## config.mk

```make
export PLATFORM = sky130hd
export DESIGN_NAME = pc_fetch_ctrl_flat
export DESIGN_NICKNAME = d
export VERILOG_FILES = /design/src/rtl/pc_fetch_ctrl_if.sv /design/src/rtl/pc_fetch_ctrl.sv /design/src/flat_wrapper.sv
export SDC_FILE = /design/constraint.sdc
export NUM_CORES = 1
export LEC_CHECK = 0
export CAP_MARGIN = 30
export CORE_MARGIN = 2
export CORE_UTILIZATION = 45
export DETAILED_ROUTE_END_ITERATION = 8
export PLACE_DENSITY = 0.85
export RECOVER_POWER = 25
export SLEW_MARGIN = 20
export SYNTH_ARGS = -nofsm -noshare
export SYNTH_HDL_FRONTEND = slang
export SYNTH_SLANG_ARGS = --single-unit
```

## constraint.sdc

```tcl
create_clock -name clk -period 9.4 [get_ports clk]
set_clock_uncertainty 0.15 [all_clocks]
set_input_delay 2.82 -clock clk [delete_from_list [all_inputs] [get_ports clk]]
set_output_delay 2.82 -clock clk [all_outputs]
set_load 0.02 [all_outputs]
```

## src/rtl/pc_fetch_ctrl_if.sv

```systemverilog
// Instruction-memory fetch port: one-outstanding request/grant plus read-data return.
// master = fetch controller, slave = instruction memory.
interface pc_fetch_ctrl_if;
    logic        imem_req_o;
    logic [31:0] imem_addr_o;
    logic        imem_gnt_i;
    logic        imem_rvalid_i;
    logic [31:0] imem_rdata_i;

    modport master (
        output imem_req_o,
        output imem_addr_o,
        input  imem_gnt_i,
        input  imem_rvalid_i,
        input  imem_rdata_i
    );

    modport slave (
        input  imem_req_o,
        input  imem_addr_o,
        output imem_gnt_i,
        output imem_rvalid_i,
        output imem_rdata_i
    );
endinterface

```

## src/rtl/pc_fetch_ctrl.sv

```systemverilog
// Fetch PC owner and next-PC mux sequencer with a single outstanding imem fetch.
// Optional feature macro: PC_MISALIGN_TRAP_EN (misaligned redirect target traps).
//
// state | meaning
// IDLE  | one cycle after reset before the first request
// FETCH | request held at fetch_pc until granted
// WAIT  | granted, waiting for read data
// HOLD  | instruction presented until decode consumes it
// TRAP  | misaligned redirect seen, fetching halted until reset (macro only)
module pc_fetch_ctrl #(
    parameter logic [31:0] RESET_PC = 32'h0000_0000
) (
    input  logic                  clk,
    input  logic                  reset,
    pc_fetch_ctrl_if.master       imem,
    input  logic [31:0]           next_pc_i,
    output logic [1:0]            nextpcsel_o,
    input  logic                  branch_taken_i,
    input  logic                  jal_i,
    input  logic                  jalr_i,
    input  logic                  stall_i,
    output logic [31:0]           instr_o,
    output logic [31:0]           pc_o,
    output logic                  instr_valid_o
`ifdef PC_MISALIGN_TRAP_EN
    ,
    output logic                  misalign_o
`endif
);

    typedef enum logic [2:0] {
        S_IDLE  = 3'd0,
        S_FETCH = 3'd1,
        S_WAIT  = 3'd2,
        S_HOLD  = 3'd3
`ifdef PC_MISALIGN_TRAP_EN
        ,
        S_TRAP  = 3'd4
`endif
    } state_t;

    state_t      state;
    state_t      state_nx;
    logic [31:0] fetch_pc;
    logic        req;
    logic        consume;
    logic        trap_hit;

    assign consume          = instr_valid_o & ~stall_i;
    assign imem.imem_req_o  = req;
    assign imem.imem_addr_o = fetch_pc;

`ifdef PC_MISALIGN_TRAP_EN
    assign trap_hit = consume & (nextpcsel_o != 2'b00) & (next_pc_i[1:0] != 2'b00);
`else
    assign trap_hit = 1'b0;
`endif

    // Redirect inputs only matter in the consume cycle; jalr > jal > branch.
    always_comb begin
        nextpcsel_o = 2'b00;
        if (consume) begin
            if (jalr_i)
                nextpcsel_o = 2'b11;
            else if (jal_i)
                nextpcsel_o = 2'b10;
            else if (branch_taken_i)
                nextpcsel_o = 2'b01;
            else
                nextpcsel_o = 2'b00;
        end
    end

    always_comb begin
        state_nx = state;
        req      = 1'b0;
        case (state)
            S_IDLE: begin
                state_nx = S_FETCH;
            end
            S_FETCH: begin
                req = 1'b1;
                if (imem.imem_gnt_i)
                    state_nx = S_WAIT;
            end
            S_WAIT: begin
                if (imem.imem_rvalid_i)
                    state_nx = S_HOLD;
            end
            S_HOLD: begin
                if (consume) begin
`ifdef PC_MISALIGN_TRAP_EN
                    state_nx = trap_hit ? S_TRAP : S_FETCH;
`else
                    state_nx = S_FETCH;
`endif
                end
            end
`ifdef PC_MISALIGN_TRAP_EN
            S_TRAP: begin
                state_nx = S_TRAP;
            end
`endif
            default: begin
                state_nx = S_IDLE;
            end
        endcase
    end

    always_ff @(posedge clk or posedge reset) begin
        if (reset)
            state <= S_IDLE;
        else
            state <= state_nx;
    end

    // Read data is accepted only in WAIT, so a response still in flight across reset is dropped.
    always_ff @(posedge clk or posedge reset) begin
        if (reset) begin
            fetch_pc      <= RESET_PC;
            instr_o       <= 32'h0000_0000;
            pc_o          <= 32'h0000_0000;
            instr_valid_o <= 1'b0;
        end else begin
            if (state == S_WAIT && imem.imem_rvalid_i) begin
                instr_o       <= imem.imem_rdata_i;
                pc_o          <= fetch_pc;
                instr_valid_o <= 1'b1;
            end else if (state == S_HOLD && consume) begin
                fetch_pc      <= next_pc_i;
                instr_valid_o <= 1'b0;
            end
        end
    end

`ifdef PC_MISALIGN_TRAP_EN
    always_ff @(posedge clk or posedge reset) begin
        if (reset)
            misalign_o <= 1'b0;
        else if (state == S_HOLD && trap_hit)
            misalign_o <= 1'b1;
    end
`endif

endmodule

```

## src/flat_wrapper.sv

```systemverilog
// flat-port wrapper written by rule: the top's interface ports become plain ports
module pc_fetch_ctrl_flat 
#(
    parameter logic [31:0] RESET_PC = 32'h0000_0000
)
  (clk, reset, next_pc_i, nextpcsel_o, branch_taken_i, jal_i, jalr_i, stall_i, instr_o, pc_o, instr_valid_o, imem_imem_req_o, imem_imem_addr_o, imem_imem_gnt_i, imem_imem_rvalid_i, imem_imem_rdata_i);
  pc_fetch_ctrl_if imem_i ();
  input  logic clk;
  input  logic reset;
  input  logic [31:0] next_pc_i;
  output logic [1:0] nextpcsel_o;
  input  logic branch_taken_i;
  input  logic jal_i;
  input  logic jalr_i;
  input  logic stall_i;
  output logic [31:0] instr_o;
  output logic [31:0] pc_o;
  output logic instr_valid_o;
  output wire logic [$bits(imem_i.imem_req_o)-1:0] imem_imem_req_o;
  output wire logic [$bits(imem_i.imem_addr_o)-1:0] imem_imem_addr_o;
  input wire logic [$bits(imem_i.imem_gnt_i)-1:0] imem_imem_gnt_i;
  input wire logic [$bits(imem_i.imem_rvalid_i)-1:0] imem_imem_rvalid_i;
  input wire logic [$bits(imem_i.imem_rdata_i)-1:0] imem_imem_rdata_i;
  assign imem_imem_req_o = imem_i.imem_req_o;
  assign imem_imem_addr_o = imem_i.imem_addr_o;
  assign imem_i.imem_gnt_i = imem_imem_gnt_i;
  assign imem_i.imem_rvalid_i = imem_imem_rvalid_i;
  assign imem_i.imem_rdata_i = imem_imem_rdata_i;
  pc_fetch_ctrl #(.RESET_PC(RESET_PC)) u_core (.clk(clk), .reset(reset), .imem(imem_i), .next_pc_i(next_pc_i), .nextpcsel_o(nextpcsel_o), .branch_taken_i(branch_taken_i), .jal_i(jal_i), .jalr_i(jalr_i), .stall_i(stall_i), .instr_o(instr_o), .pc_o(pc_o), .instr_valid_o(instr_valid_o));
endmodule
```

[Yosys cells after proc, flatten, opt, wreduce, memory -nomap -nowiden]
Index checks and enable logic that the tools add are counted.
Operators by class
  mux-type cells: 11
  reduce and logical (&&, ||, !) cells: 6
  bitwise logic cells: 3
  equal/unequal tests: 6
Operator list (count)
  $pmux W3 S4: 1
  $mux W3: 3
  $eq A3 B2 Y1 const B: 2
  $mux W2: 3
  $mux W1: 4
  $ne A2 B2 Y1 const B: 2
  $eq A3 B1 Y1 const B: 1
  $logic_not A3 Y1: 1
  $reduce_and A3 Y1: 1
  $logic_and A1 B1 Y1: 2
  $ne A2 B1 Y1 const B: 1
  $not A1 Y1: 2
  $reduce_and A2 Y1: 1
  $reduce_bool A2 Y1: 1
  $and A1 B1 Y1: 1
Word-level totals
  output and inout bits: 100
  word-level logic and storage cells: 31
  input port bits: 72
  register bits: 100

[Logic depth before layout (Yosys ltp)]
  word-level depth: 5
  mapped depth: 7
  gate-level depth less buffers: 5

[Worst setup path before layout]
OpenSTA, ideal clock, no wires.
  path type: input port to output port
  start point: input port stall_i
  end point: output port nextpcsel_o[0]
  buffers on the path: 0
  required time: 6.430 ns
  setup slack: 3.148 ns
  cell stages on the path: 2
  arrival: 3.282 ns
  path through: nand2b_1 -> nor2_1
On the way
  cells in the longest elaborated chain, start to end: 3
Ends and longest elaborated chain
  from (decl): line flat_wrapper.sv:15  | input logic stall_i;
  $not A1 Y1: line pc_fetch_ctrl.sv:49  | assign consume = instr_valid_o & ~stall_i;
  $and A1 B1 Y1: line pc_fetch_ctrl.sv:49
  $mux W2: line pc_fetch_ctrl.sv:62  | if (consume) begin
  to (decl): line flat_wrapper.sv:11  | output logic [1:0] nextpcsel_o;
Every way passes these cells.

[Worst setup path in the final report]
Same ends and word-level chain as after synthesis.

==> results.json <==
{
  "cts_setup_buffers": 0,
  "grt_pass1_wl_mm": 13.6,
  "clk_pin_slew_ns": 0.08,
  "end_kind": "output port",
  "synth-edff-count": 0,
  "rsz0062_at_grt": "false",
  "avgViaCountPerCell": 4.92,
  "yosys.area.top_type": "dfrtp_1",
  "h-tree-depth": 3,
  "worst_pin_slew_ns": 1.16,
  "wl_mm": 8.39,
  "ys_types": 14,
  "yosysSeqAreaShare_pct": 63.6,
  "place.gp.congestion": 0.752,
  "cts_tree": "yes",
  "leakage_nw": 2.80,
  "crit_required_ns": 6.43,
  "slew_headroom_pct": 22.7,
  "grt_pass1_vias": 2653,
  "rows": 33,
  "clock_path_buffers": 2,
  "synth_commonest_cells": "99 x dfrtp_1, 67 x mux2_2, 29 x mux2_4",
  "outcome": "complete, no violations",
  "synth_top_family_by_area": "multiplexers",
  "slew_viol_final": 0,
  "cts_made_buffers": 9,
  "synthAdderAreaFrac_pct": 1.28,
  "synth-seq-cells": 99,
  "setup-tns-final_ns": 0,
  "io_pins": 172,
  "synth.most_common_cell": "dfrtp_1",
  "hold_class": "reg2reg",
  "die_w_um": 97.0,
  "die_h_um": 97.0,
  "async_reset_ff_share_pct": 100,
  "ctsHoldBuffers": 0,
  "synth_compound_area_share_pct": 0.514,
  "synth_warnings": 0,
  "fin_nets": 479,
  "worstRegToRegCells": 6,
  "dp_hpwl_mm": 6.03,
  "fmaxAchievable_mhz": 140,
  "power_density_mw_per_mm2": 125,
  "syn_to_final_growth_pct": 52.1,
  "drcViolationCount": 0,
  "syn-cell-area_mm2": 0.00389,
  "root_buffer": "clkbuf_8",
  "crit_fanout": 3,
  "cts_sinks": 99,
  "period_needed_ns": 7.12,
  "vias": 2522,
  "portBuffers": 171,
  "synth.top_cell.area_share_pct": 63.6,
  "synthSimpleGateAreaFrac_pct": 0.899,
  "drive_above_1_share_pct": 28.7,
  "netlist_instances": 228,
  "grt_max_degree": 75,
  "synthMuxAreaShare_pct": 31.1,
  "dieArea_mm2": 0.00942,
  "antenna_left": 0,
  "fin_crit_sh_pct": 75.8,
  "avgSynthCellArea_um2": 17.1,
  "core-area_mm2": 0.00830,
  "final_util_pct": 71.4,
  "clk_latency_ns": 0.34,
  "synth.area.top_cells": "dfrtp_1 64%, mux2_2 19%, mux2_4 11%, ha_1 1.3%, buf_6 1.2%",
  "post_cts_resize_count": 0,
  "overflow": 0,
  "cp.arrival_ns": 4.15,
  "floorplan.initialDensity_pct": 46.9,
  "setup_viol": 0,
  "ir_drop_mv": 0.0856,
  "finalHoldViolations": 0,
  "max_cap_violations": 0,
  "synth-xor-area-share_pct": 0,
  "antenna_found_initial": 0,
  "crit_type": "in2out",
  "wl_per_cell_um": 16.4,
  "syn_nets": 304,
  "ys.flop_type": "dfrtp_1",
  "gr-usage-all-layers_pct": 18.0,
  "whs_path_depth": 1,
  "worst_setup_path_start_kind": "input pin",
  "n_antenna_cell": 0,
  "drtIter0Drc": 62,
  "drt_first_pass_iters": 6
}
## worst max-delay path, cell delays in order
cell and delay (ns):
clkdlybuf4s50_1 0.42, nand2b_1 0.19, nor2_1 0.12, clkdlybuf4s50_1 0.61
## layout by cell type (no fill, tap or decap)
| cell | count |
|---|---|
| a21oi_1 | 2 |
| a222oi_1 | 1 |
| and4b_2 | 1 |
| buf_12 | 1 |
| buf_16 | 1 |
| buf_4 | 1 |
| bufinv_16 | 1 |
| clkbuf_1 | 2 |
| clkbuf_8 | 10 |
| clkdlybuf4s50_1 | 170 |
| clkinv_2 | 1 |
| clkinvlp_2 | 1 |
| clkinvlp_4 | 1 |
| dfrtp_1 | 99 |
| dlygate4sd3_1 | 1 |
| ha_1 | 4 |
| inv_1 | 5 |
| inv_6 | 2 |
| mux2_2 | 67 |
| mux2_4 | 29 |
| mux2i_1 | 2 |
| nand2_2 | 1 |
| nand2b_1 | 1 |
| nor2_1 | 4 |
## final timing paths
kind	start	endpoint	slack, ns
max in group asynchronous	reset	u_core.instr_o[20]	4.43
min reg2reg	u_core.pc_o[0]	u_core.pc_o[0]	0.36
max reg2reg	u_core.state[0]	u_core.imem.imem_addr_o[23]	7.18
min	u_core.pc_o[0]	u_core.pc_o[0]	0.36
max	stall_i	nextpcsel_o[0]	2.28
min in group asynchronous	reset	u_core.instr_o[11]	2.98
## power by group
part / total, mW / leakage (nW) / internal, mW / switching [mW]
logic: 0.0405 / 1.32 / 0.0275 / 0.0130
clock network: 0.274 / 0.100 / 0.132 / 0.142
registers: 0.425 / 1.37 / 0.425 / 0
## state kept, by name (all words and copies together), names as in the netlist
| register | count |
|---|---|
| u_core.imem.imem_addr_o | 32 |
| u_core.instr_o | 32 |
| u_core.instr_valid_o | 1 |
| u_core.pc_o | 32 |
| u_core.state | 2 |
## routing by layer
layer  routed length (um)  global-route usage [%]
met1                 3410                    21.9
met4                   76                    4.66
met5                    0                       0
met2                 4300                    31.1
met3                  604                    5.56
## cells by family after synthesis
group	after synthesis
muxes	98
buffers and inverters	17
AOI/OAI and AO/OA	3
DFF	99
and+or+nand+nor	7
adders and majority gates	4
## through the flow
| step | hold WS (ns) | std cells | power, mW | setup slack, ns | cell area [um^2] |
|---|---|---|---|---|---|
| after floorplan | 0.410 | 228 | 0.441 | 3.15 | 3890 |
| after global placement | 0.336 | 495 | 0.473 | 2.33 | 5680 |
| after detailed placement | 0.342 | 496 | 0.474 | 2.27 | 5700 |
| after CTS | 0.363 | 512 | 0.750 | 2.26 | 5900 |
| after global routing | 0.373 | 513 | 0.775 | 2.21 | 5920 |
| final | 0.359 | 513 | 0.740 | 2.28 | 5920 |
## area by class of cell
class	count	area, um^2
tap	105	131
timing repair buffer	175	1770
fill	575	2380
clock buffer	11	141
multi-input combinational	112	1320
inverter	6	23.8
clock inverter	5	60.1
sequential	99	2480
(Power assumes the default switching activity.)
